$ cat config.mk
export PLATFORM = sky130hd
export DESIGN_NAME = id_ex_decode
export DESIGN_NICKNAME = d
export VERILOG_FILES = /design/src/rtl/riscv_pkg.sv /design/src/rtl/imm_gen.sv /design/src/rtl/id_ex_decode.sv
export SDC_FILE = /design/constraint.sdc
export NUM_CORES = 1
export LEC_CHECK = 0
export ABC_AREA = 1
export ABC_CLOCK_PERIOD_IN_PS = 3300
export CAP_MARGIN = 25
export CORE_AREA = 3 3 113 115
export CTS_BUF_LIST = sky130_fd_sc_hd__clkbuf_16
export CTS_CLUSTER_DIAMETER = 40
export CTS_CLUSTER_SIZE = 25
export DETAILED_ROUTE_END_ITERATION = 10
export DIE_AREA = 0 0 116 118
export GPL_TIMING_DRIVEN = 0
export PLACE_DENSITY_LB_ADDON = 0.08
export SLEW_MARGIN = 20
export SYNTH_ARGS = -nofsm -noshare
export SYNTH_HDL_FRONTEND = slang
export SYNTH_SLANG_ARGS = --single-unit
$ cat constraint.sdc
create_clock -name clock -period 3.3 [get_ports clock]
set_clock_uncertainty 0.05 [all_clocks]
set_input_delay 0.33 -clock clock [delete_from_list [all_inputs] [get_ports clock]]
set_output_delay 0.33 -clock clock [all_outputs]
set_load 0.03 [all_outputs]
$ cat src/rtl/riscv_pkg.sv
// Shared RV32I decode constants: opcodes, funct7 values and ALU select codes.
// No logic, no latency.
// The ALU decodes the same ALUSEL_* values, so this encoding is fixed.
package riscv_pkg;

   localparam logic [6:0] OP_R      = 7'b0110011;
   localparam logic [6:0] OP_I      = 7'b0010011;
   localparam logic [6:0] OP_LUI    = 7'b0110111;
   localparam logic [6:0] OP_AUIPC  = 7'b0010111;
   localparam logic [6:0] OP_LOAD   = 7'b0000011;
   localparam logic [6:0] OP_STORE  = 7'b0100011;
   localparam logic [6:0] OP_BRANCH = 7'b1100011;
   localparam logic [6:0] OP_JAL    = 7'b1101111;
   localparam logic [6:0] OP_JALR   = 7'b1100111;

   localparam logic [6:0] F7_BASE = 7'b0000000;
   localparam logic [6:0] F7_ALT  = 7'b0100000;

   localparam logic [3:0] ALUSEL_SUB   = 4'h0;
   localparam logic [3:0] ALUSEL_ADD   = 4'h1;
   localparam logic [3:0] ALUSEL_SLL   = 4'h2;
   localparam logic [3:0] ALUSEL_SLT   = 4'h3;
   localparam logic [3:0] ALUSEL_SLTU  = 4'h4;
   localparam logic [3:0] ALUSEL_XOR   = 4'h5;
   localparam logic [3:0] ALUSEL_SRA   = 4'h6;
   localparam logic [3:0] ALUSEL_SRL   = 4'h7;
   localparam logic [3:0] ALUSEL_OR    = 4'h8;
   localparam logic [3:0] ALUSEL_AND   = 4'h9;
   localparam logic [3:0] ALUSEL_PASSB = 4'hF;

   // funct3 -> ALU select; alt selects SUB/SRA and is only consulted for 000/101.
   function automatic logic [3:0] funct3_sel(input logic [2:0] f3, input logic alt);
      logic [3:0] sel;
      case (f3)
         3'b000:  sel = alt ? ALUSEL_SUB : ALUSEL_ADD;
         3'b001:  sel = ALUSEL_SLL;
         3'b010:  sel = ALUSEL_SLT;
         3'b011:  sel = ALUSEL_SLTU;
         3'b100:  sel = ALUSEL_XOR;
         3'b101:  sel = alt ? ALUSEL_SRA : ALUSEL_SRL;
         3'b110:  sel = ALUSEL_OR;
         default: sel = ALUSEL_AND;
      endcase
      return sel;
   endfunction

endpackage

$ cat src/rtl/imm_gen.sv
// Immediate generator: extracts the I/S/B/U/J immediates and shift amount.
// Purely combinational, zero latency.
// No flow control; outputs follow inst directly.
module imm_gen #(
   parameter int XLEN = 32
) (
   input  logic [31:0]     inst,
   output logic [XLEN-1:0] imm_i,
   output logic [XLEN-1:0] imm_s,
   output logic [XLEN-1:0] imm_b,
   output logic [XLEN-1:0] imm_u,
   output logic [XLEN-1:0] imm_j,
   output logic [XLEN-1:0] shamt
);

   // Signed size-casts sign-extend each field to XLEN; shamt zero-extends.
   assign imm_i = XLEN'($signed(inst[31:20]));
   assign imm_s = XLEN'($signed({inst[31:25], inst[11:7]}));
   assign imm_b = XLEN'($signed({inst[31], inst[7], inst[30:25], inst[11:8], 1'b0}));
   assign imm_u = XLEN'($signed({inst[31:12], 12'b0}));
   assign imm_j = XLEN'($signed({inst[31], inst[19:12], inst[20], inst[30:21], 1'b0}));
   assign shamt = XLEN'(inst[24:20]);

endmodule

$ cat src/rtl/id_ex_decode.sv
// ID/EX decode stage: RV32I instruction -> ALU select, operands, rd, wen (ID_ILLEGAL_TRAP_EN: trap illegal ops).
// Latency 1 cycle; registered outputs, no id_* -> ex_* combinational path.
// stall holds the register and drops id_ready; flush/reset load a bubble.
module id_ex_decode
   import riscv_pkg::*;
#(
   parameter int              XLEN     = 32,
   parameter logic [XLEN-1:0] RESET_PC = '0
) (
   input  logic            clock,
   input  logic            reset,
   input  logic            id_valid,
   output logic            id_ready,
   input  logic [31:0]     id_inst,
   input  logic [XLEN-1:0] id_pc,
   input  logic [XLEN-1:0] id_rs1_data,
   input  logic [XLEN-1:0] id_rs2_data,
   input  logic            stall,
   input  logic            flush,
   output logic            ex_valid,
   output logic [3:0]      ex_alusel,
   output logic [XLEN-1:0] ex_alu1,
   output logic [XLEN-1:0] ex_alu2,
   output logic [4:0]      ex_rd,
   output logic            ex_reg_wen,
   output logic [XLEN-1:0] ex_pc,
   output logic            ex_illegal
);

   logic [XLEN-1:0] imm_i, imm_s, imm_b, imm_u, imm_j, shamt;
   logic [6:0]      opcode;
   logic [2:0]      f3;
   logic [6:0]      f7;
   logic [4:0]      rd;

   logic [3:0]      dec_sel;
   logic [XLEN-1:0] dec_a, dec_b;
   logic            dec_wen, dec_legal;

   logic            ld_valid, ld_wen, ld_ill;
   logic [3:0]      ld_sel;
   logic [XLEN-1:0] ld_a, ld_b, ld_pc;
   logic [4:0]      ld_rd;

   assign opcode   = id_inst[6:0];
   assign f3       = id_inst[14:12];
   assign f7       = id_inst[31:25];
   assign rd       = id_inst[11:7];
   assign id_ready = ~stall;

   imm_gen #(.XLEN(XLEN)) u_imm_gen (
      .inst  (id_inst),
      .imm_i (imm_i),
      .imm_s (imm_s),
      .imm_b (imm_b),
      .imm_u (imm_u),
      .imm_j (imm_j),
      .shamt (shamt)
   );

   // Opcode decode into ALU select, operands and write-enable.
   always_comb begin
      dec_sel   = ALUSEL_PASSB;
      dec_a     = '0;
      dec_b     = '0;
      dec_wen   = 1'b0;
      dec_legal = 1'b1;
      case (opcode)
         OP_R: begin
            dec_sel   = funct3_sel(f3, id_inst[30]);
            dec_a     = id_rs1_data;
            dec_b     = id_rs2_data;
            dec_wen   = 1'b1;
            dec_legal = (f7 == F7_BASE) || (f7 == F7_ALT);
         end
         OP_I: begin
            // addi has no subtract form, so inst[30] only matters for srli/srai.
            dec_sel = funct3_sel(f3, id_inst[30] && (f3 == 3'b101));
            dec_a   = id_rs1_data;
            dec_b   = (f3 == 3'b001 || f3 == 3'b101) ? shamt : imm_i;
            dec_wen = 1'b1;
         end
         OP_LUI: begin
            dec_b   = imm_u;
            dec_wen = 1'b1;
         end
         OP_AUIPC: begin
            dec_sel = ALUSEL_ADD;
            dec_a   = id_pc;
            dec_b   = imm_u;
            dec_wen = 1'b1;
         end
         OP_LOAD, OP_JALR: begin
            dec_sel = ALUSEL_ADD;
            dec_a   = id_rs1_data;
            dec_b   = imm_i;
            dec_wen = 1'b1;
         end
         OP_STORE: begin
            dec_sel = ALUSEL_ADD;
            dec_a   = id_rs1_data;
            dec_b   = imm_s;
         end
         OP_BRANCH: begin
            dec_sel = ALUSEL_ADD;
            dec_a   = id_pc;
            dec_b   = imm_b;
         end
         OP_JAL: begin
            dec_sel = ALUSEL_ADD;
            dec_a   = id_pc;
            dec_b   = imm_j;
            dec_wen = 1'b1;
         end
         default: dec_legal = 1'b0;
      endcase
      // x0 is hardwired zero, never write it back.
      if (rd == 5'd0) dec_wen = 1'b0;
   end

   // Value the register takes on an unstalled edge: decoded op, trap marker or bubble.
   always_comb begin
      ld_valid = 1'b0;
      ld_sel   = ALUSEL_PASSB;
      ld_a     = '0;
      ld_b     = '0;
      ld_rd    = '0;
      ld_wen   = 1'b0;
      ld_pc    = RESET_PC;
      ld_ill   = 1'b0;
      if (id_valid && dec_legal) begin
         ld_valid = 1'b1;
         ld_sel   = dec_sel;
         ld_a     = dec_a;
         ld_b     = dec_b;
         ld_rd    = rd;
         ld_wen   = dec_wen;
         ld_pc    = id_pc;
      end
`ifdef ID_ILLEGAL_TRAP_EN
      else if (id_valid) begin
         // Carried forward as a marked no-op so a later stage can raise the trap.
         ld_valid = 1'b1;
         ld_rd    = rd;
         ld_pc    = id_pc;
         ld_ill   = 1'b1;
      end
`endif
   end

   // ID/EX pipeline register: reset/flush bubble, stall hold, otherwise load.
   always_ff @(posedge clock) begin
      if (reset || flush) begin
         ex_valid   <= 1'b0;
         ex_alusel  <= ALUSEL_PASSB;
         ex_alu1    <= '0;
         ex_alu2    <= '0;
         ex_rd      <= '0;
         ex_reg_wen <= 1'b0;
         ex_pc      <= RESET_PC;
         ex_illegal <= 1'b0;
      end else if (!stall) begin
         ex_valid   <= ld_valid;
         ex_alusel  <= ld_sel;
         ex_alu1    <= ld_a;
         ex_alu2    <= ld_b;
         ex_rd      <= ld_rd;
         ex_reg_wen <= ld_wen;
         ex_pc      <= ld_pc;
         ex_illegal <= ld_ill;
      end
   end

endmodule
==> results.yml, run 1 <==
outcome:
  status: "finished clean"
sta:
  rsz0062_at_grt: "no"
  finalCritPeriodShare: 0.707
  finalSetupViolations: 0
  worst_slew_pin_slew_ns: 0.676
  fin_crit_ns: 2.33
  drv_slew: 0
  tns_ns: 0
  max_slew_margin: 0.546
  max_freq_ghz: 0.428
  hold_violations: 0
worst_setup_path:
  reg2reg_depth: 3
  r2r-end: "ex_alusel[2]"
  worstPathArrival_ns: 1.95
  start_kind: "input pin"
  rr_startpoint: "ex_alusel[2]"
  crit_type: "input pin to output port"
  worstPathRequired_ns: 2.92
  critPathMaxFanout: 10
  rrSetupSlack_ns: 2.43
  worstSetupEndpointType: "output port"
synth:
  synth_edf_count: 0
  ys_types: 24
  ys_seq_area_frac: 0.407
  syn_area_mm2: 0.00526
  ys_ff_latch: 107
  syn_area_per_cell_um2: 6.37
  netlist_instances: 826
  synth_warnings: 0
  syn-num-nets: 959
  synth_ff_type: "dfxtp_1"
  async_reset_ff_frac: 0
routing:
  num_vias: 6145
  wl_per_cell_um: 14.7
  drtPass1Iterations: 5
  drt-total-wl_um: 18100
  drtIter0Drc: 367
  vias_per_cell: 5.00
  postRouteAntennaNets: 0
  drc: 0
cts:
  clkTransAtPathRegs_ns: 0.07
  h-tree-depth: 3
  clk_latency_ns: 0.35
  root_buffer: "clkbuf_16"
  clockBufferDepth: 2
  cts-resized-gates: 0
  ctsHoldBuffers: 0
  cts_tree: "built"
  cts_setup_buffers: 0
  cts-buffers-inserted: 9
  clock_sinks: 107
die:
  dieArea_mm2: 0.0137
  core_area_mm2: 0.0119
  rows: 40
  pin_count: 242
  start_util: 0.441
  die_w_um: 116
  die_h_um: 118
placement:
  dpl.hpwl_um: 14000
  place_area_mm2: 0.00783
  port-buffer-count: 239
  gp_congestion: 0.934
  place_inst: 1212
power_and_ir_drop:
  power_density_mw_per_mm2: 327
  leakagePower_uw: 0.00320
  vdd_drop_max_mv: 0.197
grt:
  gr-usage-met1: 0.338
  grt_pass1_wl_um: 28300
  grt_usage: 0.261
  grt.busiest_layer: "met2"
  grt_max_degree: 19
  met2_usage: 0.412
  antenna_found_initial: 0
  grt_use_met3: 0.0781
  grt_overflow_total: 0
  grt_pass1_vias: 5704
layout:
  n_antenna_cell: 0
  finalInstanceArea_mm2: 0.00811
  finalNetCount: 1209
  drive_above_1_share: 0.0518
  final_cells: 1228
  area_growth_pct: 54.3
worst_hold_path:
  worstHoldPathType: "flop to flop"
  min_path_cells: 2
  holdPathEnd: "ex_pc[17]"
  min-delay-start: "ex_pc[17]"
flow_run:
  maxCapViolCount: 0
per-stage QoR:
stage          setup slack [ns]  hold slack (ns)  total power (uW)  utilization
6_report                  0.966            0.413              2650        0.681
5_1_grt                   0.847            0.430              2740        0.681
3_5_place_dp              0.807            0.404              1650        0.658
3_3_place_gp              0.819            0.400              1650        0.658
2_1_floorplan              1.60            0.418              1430            -
4_1_cts                   0.963            0.416              2670        0.681
routing by layer:
metal	routed length, um	share of wire
met3	1530	0.085
met4	474	0.026
met5	0	0
met2	8290	0.46
met1	7770	0.43
layout make-up:
type                            count  area (um2)
Tap cell                          147         184
Fill cell                        1103        3800
Clock inverter                      7        53.8
Sequential cell                   107        2140
Clock buffer                        9         225
Timing Repair Buffer              239        2390
Multi-Input combinational cell    629        2700
Buffer                             54         279
Inverter                           36         135
cells in the final DEF, fill, tap and decap left out, drive strengths merged:
cell | Yosys | layout
dfxtp | 107 | 107
nor2 | 50 | 50
o21ai | 5 | 5
buf | 25 | 25
clkbuf | 29 | 38
a21boi | 1 | 1
nand4 | 13 | 13
clkinvlp | 0 | 1
nand2 | 371 | 371
a21oi | 106 | 106
or2 | 5 | 5
nand3 | 75 | 75
clkdlybuf4s50 | 0 | 239
clkinv | 0 | 3
conb | 1 | 1
inv | 36 | 39
nor3 | 2 | 2
synthesized netlist by cell type, types with 2 or more instances:
| cell | n | area (um2) |
|---|---|---|
| nand2_1 | 370 | 1390 |
| inv_1 | 34 | 128 |
| dfxtp_1 | 107 | 2140 |
| a21oi_2 | 3 | 26.3 |
| clkbuf_1 | 29 | 109 |
| o21ai_0 | 4 | 20.0 |
| buf_1 | 2 | 7.51 |
| buf_6 | 6 | 67.6 |
| buf_2 | 13 | 65.1 |
| a21oi_1 | 103 | 515 |
| nor2_2 | 3 | 18.8 |
| buf_4 | 4 | 30.0 |
| or2_2 | 5 | 31.3 |
| inv_2 | 2 | 7.51 |
| nor2_1 | 43 | 161 |
| nor2_4 | 4 | 45.0 |
| nand4_1 | 13 | 81.3 |
| nor3_1 | 2 | 10.0 |
| nand3_1 | 74 | 370 |
flip-flops by register name, summed over array words and instances (netlist names):
register    flops
ex_rd           5
ex_alusel       4
ex_alu1        32
ex_alu2        32
ex_reg_wen      1
ex_pc          32
ex_valid        1
how the worst max path moves through the flow:
| stage | startpoint | to | slack, ns | cells after the start |
|---|---|---|---|---|
| floorplan | id_inst[1] | ex_valid | 1.60 | 12 |
| global placement | id_inst[4] | ex_alu2[12] | 0.82 | 10 |
| detailed placement | id_inst[4] | ex_alu2[15] | 0.81 | 10 |
| CTS | stall | id_ready | 0.96 | 5 |
| global route | stall | id_ready | 0.85 | 5 |
| finish | stall | id_ready | 0.97 | 5 |
logic make-up (layout without fill, tap and decap cells):
family          count (synthesis)  in the layout  share of synthesized area
compound gates                112            112                      0.109
buf+inv                        90            345                     0.0788
flops                         107            107                      0.407
other cells                     1              1                   0.000713
simple gates                  516            516                      0.404
report_power, final:
group / switching, uW / internal (uW) / leakage, uW / total (uW)
Clock: 514 / 518 / 0.000138 / 1030
Combinational: 155 / 173 / 0.00220 / 328
Sequential: 0.768 / 1290 / 0.000862 / 1290
worst max-delay path, stage by stage:
cell	delay [ns]
clkbuf_1	0.15
inv_1	0.11
clkbuf_1	0.35
buf_2	0.30
clkdlybuf4s50_1	0.71
Note: power is estimated with default switching activity, not from simulation.
==> inputs of run 2 (changes only) <==
ABC_CLOCK_PERIOD_IN_PS = 1900   (was 3300)
CORE_AREA = 3 3 122 124   (was 3 3 113 115)
DIE_AREA = 0 0 125 127   (was 0 0 116 118)
clock period = 1.9 ns   (was 3.3 ns; I/O delays follow)
==> run 2 against run 1 <==
Die area grew 16%. Clock power up 80%. Core utilization decreased by 8.0 points. Design area grew 2.9%. Worst setup slack lost 0.86 ns. Global-route usage fell by 2.4 points. Hold slack got worse by 0.037 ns. Critical path depth up 6. Combinational power up 81%.
==> results.yml, run 2 (same netlist as run 1, synthesis figures left out) <==
power_and_ir_drop:
  power_uw: 4690
  internal_power_uw: 3560
  p_comb_frac: 0.127
  vdd_drop_max_mv: 0.544
  p_sw_uw: 1130
  pwr-share-seq: 0.479
  power_density_mw_per_mm2: 562
  sw_frac_of_total: 0.241
  leakagePower_uw: 0.00332
  clkPwrFrac: 0.395
cts:
  cts-buffers-inserted: 9
  clk_latency_ns: 0.35
  clock_sinks: 107
  h-tree-depth: 3
  clockBufferDepth: 2
  root_buffer: "clkbuf_16"
  clkTransAtPathRegs_ns: 0.07
  cts_tree: "built"
layout:
  largestRegisters: "ex_alu1 (32), ex_alu2 (32), ex_pc (32)"
  finalInstanceArea_mm2: 0.00834
  area_growth_pct: 58.7
  layout_common_cells: "nand2_1 (367), clkdlybuf4s50_1 (233), dfxtp_1 (107)"
  drive_above_1_share: 0.0753
  finalNetCount: 1217
  layout_commonest_cell: "nand2_1"
  n_antenna_cell: 0
routing:
  drt-total-wl_um: 19300
  num_vias: 6046
  drtIter0Drc: 404
  wl_per_cell_um: 15.2
  postRouteAntennaNets: 0
  vias_per_cell: 4.76
  drtPass1Iterations: 4
  drc: 0
grt:
  grt_pass1_wl_um: 30400
  grt_pass1_vias: 5991
  grt_usage: 0.237
  grt_max_degree: 17
  antenna_found_initial: 0
  grt_overflow_total: 0
placement:
  port-buffer-count: 239
  place_area_mm2: 0.00788
  dpl.hpwl_um: 14700
  gp_congestion: 0.914
worst_hold_path:
  min_path_cells: 3
  worstHoldPathType: "input pin to flop"
die:
  core_area_mm2: 0.0139
  dieArea_mm2: 0.0159
  die_h_um: 127
  rows: 43
  pin_count: 242
  start_util: 0.379
  die_w_um: 125
sta:
  hold_slack_ns: 0.376
  finalSetupViolations: 0
  fin_crit_ns: 1.80
  hold_violations: 0
  drv_slew: 0
  max_freq_ghz: 0.556
  tns_ns: 0
  worst_slew_pin_slew_ns: 0.582
  max_slew_margin: 0.612
  finalCritPeriodShare: 0.946
worst_setup_path:
  worstSetupEndpointType: "flop"
  start_kind: "input pin"
  reg2reg_depth: 3
  worstPathRequired_ns: 2.13
  crit_type: "input pin to flop"
  worstPathArrival_ns: 2.03
  critPathMaxFanout: 5
flow_run:
  maxCapViolCount: 0
outcome:
  status: "finished clean"
run 2: cell type report:
| cell class | count | area, um2 |
|---|---|---|
| buffer | 52 | 299 |
| tap | 180 | 225 |
| inverter | 36 | 138 |
| fill | 1376 | 5540 |
| clock buffer | 9 | 225 |
| sequential | 107 | 2140 |
| timing repair buffer | 249 | 2480 |
| clock inverter | 7 | 61.3 |
| multi-input combinational | 629 | 2770 |
run 2: timing repair:
| item | in CTS | in global routing |
|---|---|---|
| pin swaps | 1 | 5 |
| gates resized for setup | 7 | 36 |
| cloned | 0 | 2 |
| buffers inserted | 1 | 7 |
| endpoints found under the setup margin | 39 | 105 |
| hold buffers | 0 | 0 |
run 2: worst max-delay path, stage by stage:
cell and delay (ns):
clkdlybuf4s50_1 0.45, or2_2 0.31, nor2_1 0.16, nand3_1 0.13, nand2_2 0.10, nor2_4 0.05
nor2_4 0.10, buf_4 0.13, buf_2 0.18, nand3_1 0.09, a21oi_1 0.13
run 2: worst paths after layout:
kind | startpoint | end | slack (ns)
max | id_inst[25] | ex_alu1[13] | 0.10
min | id_pc[17] | ex_pc[17] | 0.38
max reg2reg | ex_alusel[1] | ex_alusel[1] | 1.01
min reg2reg | ex_alu1[19] | ex_alu1[19] | 0.42
run 2: through the flow:
step	instances	utilization	worst slack, ns
floorplan	826	-	0.344
global placement	1245	0.567	-0.479
detailed placement	1245	0.567	-0.472
CTS	1261	0.590	0.00635
global route	1269	0.601	-0.00901
finish	1269	0.601	0.102
run 2: power groups by stage:
stage	clock network, uW	logic, uW	registers, uW
3_5_place_dp	0	572	2300
6_report	1850	594	2240
3_3_place_gp	0	576	2300
5_1_grt	1960	647	2240
2_1_floorplan	0	186	2300
4_1_cts	1900	578	2240
run 2: per-layer routing:
layer | track usage | share of wire | wire [um] | vias to the layer above
li1 | - | - | - | 3150
met1 | 0.296 | 0.44 | 8480 | 2650
met2 | 0.380 | 0.45 | 8680 | 214
met3 | 0.0874 | 0.084 | 1610 | 32
met4 | 0.0810 | 0.026 | 506 | 0
met5 | 0 | 0 | 0 | -
==> patch (settings of run 2) <==
`XLEN` is set to 32 in 2 places; all go to 16.
--- a/src/rtl/imm_gen.sv
+++ b/src/rtl/imm_gen.sv
@@ -2,7 +2,7 @@
 // Purely combinational, zero latency.
 // No flow control; outputs follow inst directly.
 module imm_gen #(
-   parameter int XLEN = 32
+   parameter int XLEN = 16
 ) (
    input  logic [31:0]     inst,
    output logic [XLEN-1:0] imm_i,
--- a/src/rtl/id_ex_decode.sv
+++ b/src/rtl/id_ex_decode.sv
@@ -4,7 +4,7 @@
 module id_ex_decode
    import riscv_pkg::*;
 #(
-   parameter int              XLEN     = 32,
+   parameter int              XLEN     = 16,
    parameter logic [XLEN-1:0] RESET_PC = '0
 ) (
    input  logic            clock,
Ports: changed (6 resized); port bits go from 242 to 146. The function was not compared with the original's and may differ.
==> patch against run 2 <==
Critical path depth rose by 3. Setup slack lost 0.012 ns. Global-route usage down 8.4 points. Power shrank 32%. Sequential cell count decreased by 48. Routed wire length down 37%. Synthesized area is 37% lower. Register-to-register slack gained 0.02 ns. Design area down 36%. Largest cell class is now multi-input combinational cells. Largest power group is now the clock network.
==> patch: results <==
[run_status]
status = "complete, no violations"

[grt]
grt_max_degree = 11
grt_util_met2_pct = 24.39
grt_pass1_wl_um = 19310
grtUsageTotal_pct = 15.29
gr-usage-met1_pct = 20.26
grt_use_met3_pct = 4.515

[pwr]
pwr-share-seq_pct = 39.0
p_sw_mw = 0.7522
ir_drop_mv = 0.3671
p_leak_nw = 2.059
pg_comb_mw = 0.381
power.density_mw_per_mm2 = 598.3

[critical_path]
r2r_slack_ns = 1.03
startpoint = "id_inst[2]"
r2r-end = "ex_alusel[2]"
cpPeakStageDelay_ns = 0.51
endpoint = "ex_pc[3]"
timing.rr.start = "ex_alusel[2]"
crit_path_max_fanout = 10
path_delay_family = "buffers and inverters"

[timing]
fin_hold_ws_ns = 0.4139
fin_crit_sh_pct = 95.26
slew_headroom_pct = 51.30

[cells_and_area]
buffer_area_share_pct = 29.86
multi_input_area_mm2 = 0.001916
inverters = 32
clk_share_pct = 5.321
top_regs = "ex_alu1: 16 flops, ex_alu2: 16 flops, ex_pc: 16 flops"
num-nets-final = 724
seq_cells = 59
drive_above_1_share_pct = 18.04
multi_input_cells = 373
seq_area_mm2 = 0.001181
n_all_buffers = 164
multi_input_area_share_pct = 36.05

[worst_hold_path]
whs_endpoint = "ex_alu2[15]"
min_path_type = "reg -> reg"
hp-start = "ex_alu2[15]"
hold_depth = 2

[synth]
syn-num-nets = 570
synth_cell_types = 31
synthesis.instances = 485
synth-seq-area-share_pct = 35.48
ys_top_cells_by_count = "nand2_1, dfxtp_1, nand2_2, a21oi_1, a21oi_2"
synthTopCellsByArea = "dfxtp_1, nand2_1, a21oi_2"

[place]
portBuffers = 140
dp.cells = 805
gp_congestion = 0.8269
dpl_cell_area_mm2 = 0.004956
dpl_worst_slack_ns = -0.4657

[routing]
viasPerCell = 4.303
first_iter_violations = 197
wl_um = 12190

[clock_tree]
clkTransAtPathRegs_ns = 0.05
-- patch: cell types whose count changed in the layout (fill, tap and decap cells not counted), moves of 26 or more --
cell | run 2 | this run
a21oi_1 | 102 | 31
a21oi_2 | 4 | 30
clkdlybuf4s50_1 | 233 | 138
dfxtp_1 | 107 | 59
nand2_1 | 367 | 193
nand2_2 | 4 | 35
nand3_1 | 72 | 18
-- patch: routing by layer --
layer,up-vias,routed length [um]
met3,9,895
met4,0,121
met5,-,0
li1,1843,-
met2,114,5539
met1,1575,5634
-- patch: cells by family after synthesis --
kind of cell / share of synthesized area, %
simple gates: 40.29
buf+inv: 8.230
flops: 35.48
other cells: 0.1126
compound gates: 15.90
-- patch: repair_timing --
| item | in CTS | in global routing |
|---|---|---|
| gates resized for setup | 5 | 10 |
| endpoints found under the setup margin | 15 | 39 |
| pin swaps | 0 | 3 |
| buffers inserted | 0 | 3 |
-- patch: worst min-delay path: stages, from the launching register on --
cell and delay (ns):
dfxtp_1 0.30, nand2_1 0.06, a21oi_1 0.05
